===== src/rtl/bus_frame_receiver.sv =====
// bus_frame_receiver: deframes one 75-bit serial frame from the node bus,
// checks its CRC-4, filters on node address / broadcast mod, and presents
// the accepted payload with one-cycle strobes plus running counters.
module bus_frame_receiver #(
  parameter logic [3:0] MY_ADDR   = 4'd1,
  parameter logic [1:0] BCAST_MOD = 2'b11,
  parameter int         CNT_W     = 16
) (
  input  logic             clock,
  input  logic             reset,
  input  logic             bus_in,
  output logic [63:0]      data_out,
  output logic [3:0]       addr_out,
  output logic [1:0]       mod_out,
  output logic             frame_valid,
  output logic             crc_err,
  output logic             busy,
  output logic [CNT_W-1:0] frame_cnt,
  output logic [7:0]       err_cnt
);

  typedef enum logic [2:0] {
    S_IDLE,
    S_ADDR,
    S_MOD,
    S_DATA,
    S_CRC,
    S_CHECK
  } state_t;

  localparam logic [CNT_W-1:0] CNT_ONE = {{(CNT_W-1){1'b0}}, 1'b1};

  state_t           state_q, state_d;
  logic [6:0]       bit_cnt_q, bit_cnt_d;
  logic [69:0]      shift_q, shift_d;
  logic [3:0]       crc_calc_q, crc_calc_d;
  logic [3:0]       crc_rx_q, crc_rx_d;
  logic [63:0]      data_q, data_d;
  logic [3:0]       addr_q, addr_d;
  logic [1:0]       mod_q, mod_d;
  logic             frame_valid_q, frame_valid_d;
  logic             crc_err_q, crc_err_d;
  logic [CNT_W-1:0] frame_cnt_q, frame_cnt_d;
  logic [7:0]       err_cnt_q, err_cnt_d;

  logic             crc_fb;
  logic [3:0]       crc_step;
  logic             addr_match;
  logic             crc_ok;

  // Serial CRC-4 (x^4+x+1) update for the bit currently on the bus, plus
  // the accept decision evaluated against the fully shifted frame.
  always_comb begin
    crc_fb     = crc_calc_q[3] ^ bus_in;
    crc_step   = {crc_calc_q[2], crc_calc_q[1], crc_calc_q[0] ^ crc_fb, crc_fb};
    addr_match = (shift_q[69:66] == MY_ADDR) || (shift_q[65:64] == BCAST_MOD);
    crc_ok     = (crc_calc_q == crc_rx_q);
  end

  // Next-state logic: walks the frame fields, each state reloading the
  // bit counter with its field length minus one, and registers the result.
  always_comb begin
    state_d       = state_q;
    bit_cnt_d     = bit_cnt_q;
    shift_d       = shift_q;
    crc_calc_d    = crc_calc_q;
    crc_rx_d      = crc_rx_q;
    data_d        = data_q;
    addr_d        = addr_q;
    mod_d         = mod_q;
    frame_valid_d = 1'b0;
    crc_err_d     = 1'b0;
    frame_cnt_d   = frame_cnt_q;
    err_cnt_d     = err_cnt_q;

    case (state_q)
      S_IDLE: begin
        if (bus_in) begin
          state_d    = S_ADDR;
          bit_cnt_d  = 7'd3;
          crc_calc_d = 4'd0;
          shift_d    = '0;
        end
      end

      S_ADDR, S_MOD, S_DATA: begin
        shift_d    = {shift_q[68:0], bus_in};
        crc_calc_d = crc_step;
        if (bit_cnt_q == 7'd0) begin
          if (state_q == S_ADDR) begin
            state_d   = S_MOD;
            bit_cnt_d = 7'd1;
          end else if (state_q == S_MOD) begin
            state_d   = S_DATA;
            bit_cnt_d = 7'd63;
          end else begin
            state_d   = S_CRC;
            bit_cnt_d = 7'd3;
          end
        end else begin
          bit_cnt_d = bit_cnt_q - 7'd1;
        end
      end

      S_CRC: begin
        crc_rx_d = {crc_rx_q[2:0], bus_in};
        if (bit_cnt_q == 7'd0) begin
          state_d   = S_CHECK;
          bit_cnt_d = 7'd0;
        end else begin
          bit_cnt_d = bit_cnt_q - 7'd1;
        end
      end

      S_CHECK: begin
        if (addr_match) begin
          if (crc_ok) begin
            data_d        = shift_q[63:0];
            addr_d        = shift_q[69:66];
            mod_d         = shift_q[65:64];
            frame_valid_d = 1'b1;
            frame_cnt_d   = frame_cnt_q + CNT_ONE;
          end else begin
            crc_err_d = 1'b1;
            if (err_cnt_q != 8'hFF) begin
              err_cnt_d = err_cnt_q + 8'd1;
            end
          end
        end
        if (bus_in) begin
          state_d    = S_ADDR;
          bit_cnt_d  = 7'd3;
          crc_calc_d = 4'd0;
          shift_d    = '0;
        end else begin
          state_d = S_IDLE;
        end
      end

      default: begin
        state_d = S_IDLE;
      end
    endcase
  end

  // State and datapath registers; reset clears everything immediately.
  always_ff @(posedge clock or posedge reset) begin
    if (reset) begin
      state_q       <= S_IDLE;
      bit_cnt_q     <= 7'd0;
      shift_q       <= '0;
      crc_calc_q    <= 4'd0;
      crc_rx_q      <= 4'd0;
      data_q        <= 64'd0;
      addr_q        <= 4'd0;
      mod_q         <= 2'd0;
      frame_valid_q <= 1'b0;
      crc_err_q     <= 1'b0;
      frame_cnt_q   <= '0;
      err_cnt_q     <= 8'd0;
    end else begin
      state_q       <= state_d;
      bit_cnt_q     <= bit_cnt_d;
      shift_q       <= shift_d;
      crc_calc_q    <= crc_calc_d;
      crc_rx_q      <= crc_rx_d;
      data_q        <= data_d;
      addr_q        <= addr_d;
      mod_q         <= mod_d;
      frame_valid_q <= frame_valid_d;
      crc_err_q     <= crc_err_d;
      frame_cnt_q   <= frame_cnt_d;
      err_cnt_q     <= err_cnt_d;
    end
  end

  assign data_out    = data_q;
  assign addr_out    = addr_q;
  assign mod_out     = mod_q;
  assign frame_valid = frame_valid_q;
  assign crc_err     = crc_err_q;
  assign busy        = (state_q != S_IDLE);
  assign frame_cnt   = frame_cnt_q;
  assign err_cnt     = err_cnt_q;

endmodule


===== config.mk =====
export PLATFORM = sky130hd
export DESIGN_NAME = bus_frame_receiver
export DESIGN_NICKNAME = d
export VERILOG_FILES = /design/src/rtl/bus_frame_receiver.sv
export SDC_FILE = /design/constraint.sdc
export NUM_CORES = 1
export LEC_CHECK = 0
export CORE_MARGIN = 5
export CORE_UTILIZATION = 50
export DETAILED_ROUTE_END_ITERATION = 16
export GPL_ROUTABILITY_DRIVEN = 0
export PLACE_DENSITY_LB_ADDON = 0.25
export SETUP_SLACK_MARGIN = 0.3
export SKIP_CTS_REPAIR_TIMING = 1
export SLEW_MARGIN = 20
export SYNTH_ARGS = -nofsm -noshare
export SYNTH_HDL_FRONTEND = slang
export SYNTH_SLANG_ARGS = --single-unit

===== constraint.sdc =====
create_clock -name clock -period 17.8 [get_ports clock]
set_input_delay 2.67 -clock clock [delete_from_list [all_inputs] [get_ports clock]]
set_output_delay 2.67 -clock clock [all_outputs]
set_load 0.02 [all_outputs]

== Word level (Yosys, flattened, before mapping) ==
Index checks and enable logic that the tools add are counted.
Widths: inputs -> output; s select.
Word-level totals
  flip-flop bits (word level): 184
  bits of input ports: 3
  output and inout port bits: 97
  logic and storage cells: 67
Cells by class
  add/sub/neg operators: 3
  equality and inequality tests: 13
  muxes and demuxes: 23
  bitwise gates (word level): 3
  reduce and logical (&&, ||, !) cells: 13
Operator list (count)
  $pmux 70 s2: 1
  $mux 70: 1
  $mux 7: 3
  $pmux 7 s3: 1
  $add 16x1->16 const B: 1
  $mux 3: 5
  $mux 6: 2
  $pmux 3 s4: 1
  $add 8x1->8 const B: 1
  $ne 8x8->1 const B: 1
  $pmux 4 s2: 1
  $logic_not 7->1: 1
  $mux 1: 7
  $sub 7x1->7 const B: 1
  $eq 3x2->1 const B: 2
  $eq 3x3->1 const B: 2
  $ne 2x2->1 const B: 3
  $reduce_and 3->1: 2
  $reduce_bool 3->1: 2
  $eq 4x1->1 const B: 1
  $eq 4x4->1: 1
  $mux 4: 1
  $reduce_and 2->1: 2
  $reduce_and 4->1: 1
  other kinds (10): 11

== Logic depth before layout (Yosys ltp) ==
Gate-level depths: netlist of the first run.
  depth in word-level cells: 5
  mapped depth: 9
  depth with buffers taken out: 7

== Worst setup path before layout of the first run ==
No wires, ideal clock.
  path type: flip-flop to output port
  start: reg state_q[0]
  end: out busy
  arrival: 0.975 ns
  data required time: 15.130 ns
  slack: 14.155 ns
  stages on the path, launching flop included: 3
  path buffers: 1
  cell sequence: dfrtp_1 > buf_2 > or3_1
On the way
  word-level cells in the longest chain between the ends: 1
Ends and longest elaborated chain
  start: declaration: line 33  | state_t state_q, state_d;
  start signal: assignment: line 162  | state_q <= state_d;
  $reduce_bool 3->1: line 182  | assign busy = (state_q != S_IDLE);
  end: declaration: line 17  | output logic busy,
Every way passes these cells.

== Worst setup path after layout of the first run ==
  start: reg state_q[1]
  end: out busy
Same word-level chain as after synthesis.

==> results of run 1 <==
==> routing by layer <==
metal,track usage [%],part of all wire [%],vias up,wire [um]
li1,-,-,2453,-
met3,3.54,3.8,37,565
met2,29.0,47,134,7090
met1,25.7,46,2525,6980
met4,9.13,2.6,0,396
met5,0,0,-,0
==> critical path, stage by stage (launching register included) <==
cell             delay, ns
dfrtp_1               0.53
or3_1                 0.48
clkdlybuf4s50_1       0.57
==> logic make-up (layout without fill, tap and decap cells) <==
kind of cell	Yosys count	in the layout	synth area share, %
adder cells (fa/ha/maj)	4	4	0.688
AO/OA/AOI/OAI	111	111	12.1
buffers and inverters	46	144	2.89
XOR/XNOR	25	25	3.01
AND/OR/NAND/NOR	293	293	17.0
flip-flops	184	184	63.3
multiplexers	7	7	1.08
==> through the flow <==
| step | hold slack [ns] | cell area, sq um |
|---|---|---|
| after CTS | 0.473 | 8980 |
| after detailed placement | 0.461 | 8380 |
| final | 0.469 | 8990 |
| after global routing | 0.492 | 8990 |
| after global placement | 0.457 | 8380 |
| after floorplan | 0.460 | 7280 |
==> sequential cells by signal, summed over array words and instances, names as in the netlist <==
signal,cells
state_q,3
crc_err,1
frame_valid,1
crc_calc_q,4
mod_out,2
crc_rx_q,4
err_cnt,8
shift_q,70
frame_cnt,16
addr_out,4
bit_cnt_q,7
data_out,64
==> area by class of cell <==
type / count / area (sq um) / area share [%]
flip-flops and latches: 184 / 4600 / 51.2
repair buffers: 102 / 1020 / 11.3
clock buffers: 25 / 515 / 5.73
clock inverters: 7 / 88.8 / 0.988
well taps: 184 / 230 / 2.56
multi-input cells: 440 / 2490 / 27.7
inverters: 10 / 42.5 / 0.473
==> power breakdown <==
part | internal [W] | switching (W)
clock network | 0.000229 | 0.000153
logic | 0.0000134 | 0.0000170
registers | 0.000429 | 0.0000107
==> cell usage after synthesis (4+ instances only) <==
cell type | instances | area, sq um
nand2_1 | 225 | 845
dfrtp_1 | 184 | 4600
a22o_1 | 74 | 648
buf_2 | 21 | 105
nor2_1 | 21 | 78.8
xor2_1 | 16 | 140
clkbuf_1 | 13 | 48.8
a21oi_1 | 11 | 55.1
inv_1 | 9 | 33.8
xnor2_1 | 9 | 78.8
nand4_1 | 8 | 50.1
mux2_2 | 7 | 78.8
nand3_1 | 7 | 35.0
nor3_1 | 7 | 35.0
o21ai_0 | 7 | 35.0
nor2b_1 | 6 | 37.5
and3_1 | 4 | 25.0
ha_1 | 4 | 50.1
nor4_1 | 4 | 25.0
==> worst max-delay path by stage <==
stage,startpoint,end,slack (ns),cells past startpoint
after detailed placement,reset,data_out[7],12.83,3
after floorplan,reset,addr_out[0],10.13,1
after global routing,state_q[1],busy,13.05,2
after CTS,state_q[1],busy,13.11,2
after global placement,reset,data_out[5],12.93,3
final,state_q[1],busy,13.13,2
==> run_results.csv, run 1 <==
group,metric,value,unit
min_path,holdPathEnd,"frame_cnt[15]",
min_path,whs_path_depth,1,
sta,slew-limit-headroom,34.6,%
power,power.density,94.8,mW/mm^2
power,ir_worst_vdd,0.0700,mV
cells_and_area,nets,762,
grt,grt_max_degree,102,
sta,final.setup_skew,0.00663,ns
sta,worst_pin_slew,0.981,ns
grt,overflow,0,
drt,drtIter0Drc,499,
yosys,syn_area,0.00728,sq mm
sta,min_period_over_period,26.2,%
floorplanning,start_util,50.5,%
cells_and_area,final_cells,952,
power,p_leak,4.39,nW
cells_and_area,drive_gt1_share,6.38,%
clock_tree,cts_tree,"yes",
drt,drtPass1Iterations,5,
yosys,syn_inst,670,
outcome,status,"finished clean",
clock_tree,cts_buffer_depth,2,
min_path,worst_hold_path_type,"reg2reg",
grt,grt_pass1_vias,5118,
yosys,ys.flop_type,"dfrtp_1",
sta,tns,0,ns
worst_setup_path,end_kind,"output port",
drt,drcViolationCount,0,
placement,dp_hpwl,9470,um
floorplanning,core_area,0.0144,sq mm
worst_setup_path,path_class,"reg2out",
yosys,yosysUniqueCellTypes,42,
drt,via_per_inst,5.41,
placement,io_buffers,99,
cells_and_area,syn_to_final_growth,23.5,%
clock_tree,cts_num_sinks,184,
sta,fmax,214,MHz
clock_tree,htreeDepth,4,
yosys,seq_area_frac_synth,63.3,%
worst_setup_path,rr_startpoint,"shift_q[67]",
worst_setup_path,cp.arrival,2.00,ns
cells_and_area,final_cell_mix,"225 x nand2_1, 184 x dfrtp_1, 99 x clkdlybuf4s50_1",
cells_and_area,insertedDiodeCount,0,
yosys,async_reset_ff_share,100,%
clock_tree,cts.clk_slew.worst_paths,0.06,ns
floorplanning,dieArea,0.0171,sq mm
worst_setup_path,required,15.13,ns
floorplanning,die_x,131,um
job,max-cap-violations,0,
placement,dp.cells,920,
clock_tree,root_buffer,"clkbuf_16",
sta,report.final.setup_viol,0,
clock_tree,insertion_delay,0.42,ns
drt,ant_nets,0,
min_path,holdCritStartpoint,"frame_cnt[15]",
worst_setup_path,rr_worst_depth,7,
floorplanning,die_h,131,um
floorplanning,ioPinCount,100,
placement,pre_cts_slack,12.83,ns
cells_and_area,final_common_cell,"nand2_1",
grt,antenna_found_initial,0,
worst_setup_path,reg2reg_to,"frame_cnt[9]",
yosys,syn_nets,677,
sta,worst_slack,13.13,ns
grt,grt_util_all_layers,18.7,%
sta,hold_violations,0,
grt,grt_pass1_wl,25400,um
worst_setup_path,regToRegSetupSlack,14.53,ns
clock_tree,cts_made_buffers,17,
yosys,synth.avg_cell_area,10.9,sq um
power,power,0.000852,W
yosys,synth-edff-count,0,
worst_setup_path,path_max_fanout,12,
worst_setup_path,cp-start-kind,"flip-flop",
sta,fin_crit,4.67,ns
yosys,yosys_warnings,0,
drt,wirelength,15000,um
cells_and_area,fillCellCount,1154,
drt,wl_per_cell,15.8,um
sta,rsz0062_at_grt,"false",
sta,slew_violations,0,
floorplanning,rows,44,
cells_and_area,fin_util,62.3,%
drt,vias,5149,
yosys,synth_seq_cells,184,
No activity file was read; power rests on OpenSTA's default activity.
==> run 2, diff against run 1 <==
--- a/config.mk
+++ b/config.mk
@@ -6,7 +6,7 @@
 export NUM_CORES = 1
 export LEC_CHECK = 0
 export CORE_MARGIN = 5
-export CORE_UTILIZATION = 50
+export CORE_UTILIZATION = 49
 export DETAILED_ROUTE_END_ITERATION = 16
 export GPL_ROUTABILITY_DRIVEN = 0
 export PLACE_DENSITY_LB_ADDON = 0.25
==> constraint.sdc (replaced) <==
create_clock -name clock -period 4.1 [get_ports clock]
set_input_delay 0.615 -clock clock [delete_from_list [all_inputs] [get_ports clock]]
set_output_delay 0.615 -clock clock [all_outputs]
set_load 0.02 [all_outputs]
==> run 2 against run 1 <==
  * Sequential power rose to 4.4 times the previous value
  * Sequential cell count did not move
  * Setup slack got worse by 12 ns
  * Clock skew rose by 0.00071 ns
  * Utilization fell by 0.48 points
  * Non-clock buffer count rose by 1
  * Highest routed layer unchanged
  * Die area rose by 1.9%
==> run_results.csv, run 2 (synthesis results as in run 1) <==
group,metric,value,unit
outcome,status,"finished clean",
power,power.density,402,mW/mm^2
sta,fin_crit,2.58,ns
placement,io_buffers,99,
worst_setup_path,crit_path_max_incr_delay,0.56,ns
floorplanning,die_x,132,um
floorplanning,start_util,50.1,%
grt,overflow,0,
grt,top_usage_layer,"met2",
cells_and_area,syn_to_final_growth,23.5,%
floorplanning,core_area,0.0145,sq mm
placement,place_area,0.00841,sq mm
cells_and_area,fillCellCount,1180,
worst_setup_path,path_class,"reg2out",
clock_tree,cts_tree,"yes",
sta,tns,0,ns
clock_tree,root_buffer,"clkbuf_16",
sta,report.final.setup_viol,0,
grt,grt_max_degree,185,
cells_and_area,multiInputGateArea,0.00249,sq mm
drt,drcViolationCount,0,
worst_setup_path,cp-start-kind,"flip-flop",
cells_and_area,fin_util,61.8,%
worst_setup_path,cp.arrival,1.97,ns
grt,grt_util_all_layers,17.8,%
grt,grt_use_met3,4.39,%
clock_tree,cts.clk_slew.worst_paths,0.07,ns
sta,final.setup_skew,0.00734,ns
placement,pre_cts_slack,1.60,ns
clock_tree,cts_made_buffers,17,
power,netSwitchingFraction,22.7,%
floorplanning,dieArea,0.0174,sq mm
grt,gr-usage-met2,27.9,%
clock_tree,cts_buffer_depth,2,
drt,drtPass1Iterations,5,
sta,slew_violations,0,
sta,slew-limit-headroom,33.9,%
worst_setup_path,critPathSlowestCell,"clkdlybuf4s50_1",
clock_tree,htreeDepth,4,
worst_setup_path,required,3.48,ns
sta,worst_pin_slew,0.991,ns
job,max-cap-violations,0,
power,clkPwrFrac,43.5,%
cells_and_area,insertedDiodeCount,0,
drt,drtIter0Drc,466,
drt,wl_per_cell,15.5,um
sta,rsz0062_at_grt,"false",
power,p_leak,4.37,nW
cells_and_area,final_cell_mix,"225 x nand2_1, 184 x dfrtp_1, 99 x clkdlybuf4s50_1",
drt,wirelength,14800,um
floorplanning,die_h,132,um
worst_setup_path,end_kind,"output port",
sta,min_period_over_period,63.0,%
cells_and_area,final_common_cell,"nand2_1",
sta,hold_violations,0,
power,seq_power_share,52.8,%
drt,ant_nets,0,
drt,via_per_inst,5.40,
grt,grt_pass1_wl,25900,um
grt,antenna_found_initial,0,
power,comb_power_share,3.7,%
cells_and_area,register_area,0.00460,sq mm
power,ir_worst_vdd,0.256,mV
grt,use_met1,24.9,%
sta,fmax,387,MHz
cells_and_area,drive_gt1_share,6.76,%
sta,worst_slack,1.52,ns
placement,dp_hpwl,9410,um
floorplanning,ioPinCount,100,
clock_tree,insertion_delay,0.42,ns
power,power.switching,0.000820,W
floorplanning,rows,44,
worst_setup_path,cp_cell_sequence,"or3_1 > clkdlybuf4s50_1",
power,internal_power,0.00279,W
cells_and_area,nets,763,
drt,vias,5148,
cells_and_area,fin_area,0.00899,sq mm
min_path,worst_hold_path_type,"reg2reg",
sta,timing.hold.ws,0.474,ns
cells_and_area,largest_reg_flops,70,
cells_and_area,regMostFlops,"shift_q",
clock_tree,cts_num_sinks,184,
worst_setup_path,path_max_fanout,12,
grt,grt_pass1_vias,5146,
run 2: cell count changes in the layout (fill, tap and decap cells not counted), sizes merged:
cell and change:
clkinvlp +5, buf +1, inv +1, clkbuf -6, clkinv +1, bufinv -1
run 2: layout make-up:
cell class,count,area share [%]
Sequential cell,184,51.2
Clock buffer,19,5.04
Timing Repair Buffer,103,11.6
Inverter,10,0.459
Multi-Input combinational cell,440,27.7
Tap cell,184,2.56
Clock inverter,13,1.36
run 2: critical path: cells and delay by family (launching register included):
| family | cells | cell delay (ns) |
|---|---|---|
| buffers and inverters | 1 | 0.56 |
| flip-flops | 1 | 0.51 |
| AND/OR/NAND/NOR | 1 | 0.47 |
run 2: path summary, 6_finish.rpt:
path | slack, ns | end | start | depth (start not counted)
setup / recovery | 1.52 | busy | state_q[1] | 2
hold / removal | 0.47 | data_out[50] | data_out[50] | 2
setup reg to reg | 1.63 | data_out[8] | state_q[2] | 7
hold reg to reg | 0.47 | data_out[50] | data_out[50] | 2
max in group asynchronous | 2.56 | shift_q[5] | reset | 3
min in group asynchronous | 0.78 | data_out[54] | reset | 3
run 2: power by group through the flow:
stage / clock, W / combinational (W) / sequential (W)
5_1_grt: 0.00170 / 0.000153 / 0.00191
3_5_place_dp: 0 / 0.000139 / 0.00194
2_1_floorplan: 0 / 0.000112 / 0.00193
3_3_place_gp: 0 / 0.000134 / 0.00194
6_report: 0.00157 / 0.000134 / 0.00191
4_1_cts: 0.00161 / 0.000138 / 0.00191
run 2: routing by layer:
metal  wire [um]  share of wire, %
met5           0                 0
met4         138              0.93
met3         636               4.3
met2        7190                49
met1        6840                46
run 2: metrics by stage:
stage / total power [W] / cells
2_1_floorplan: 0.00204 / 670
3_3_place_gp: 0.00207 / 921
3_5_place_dp: 0.00208 / 921
4_1_cts: 0.00365 / 953
5_1_grt: 0.00376 / 953
6_report: 0.00361 / 953
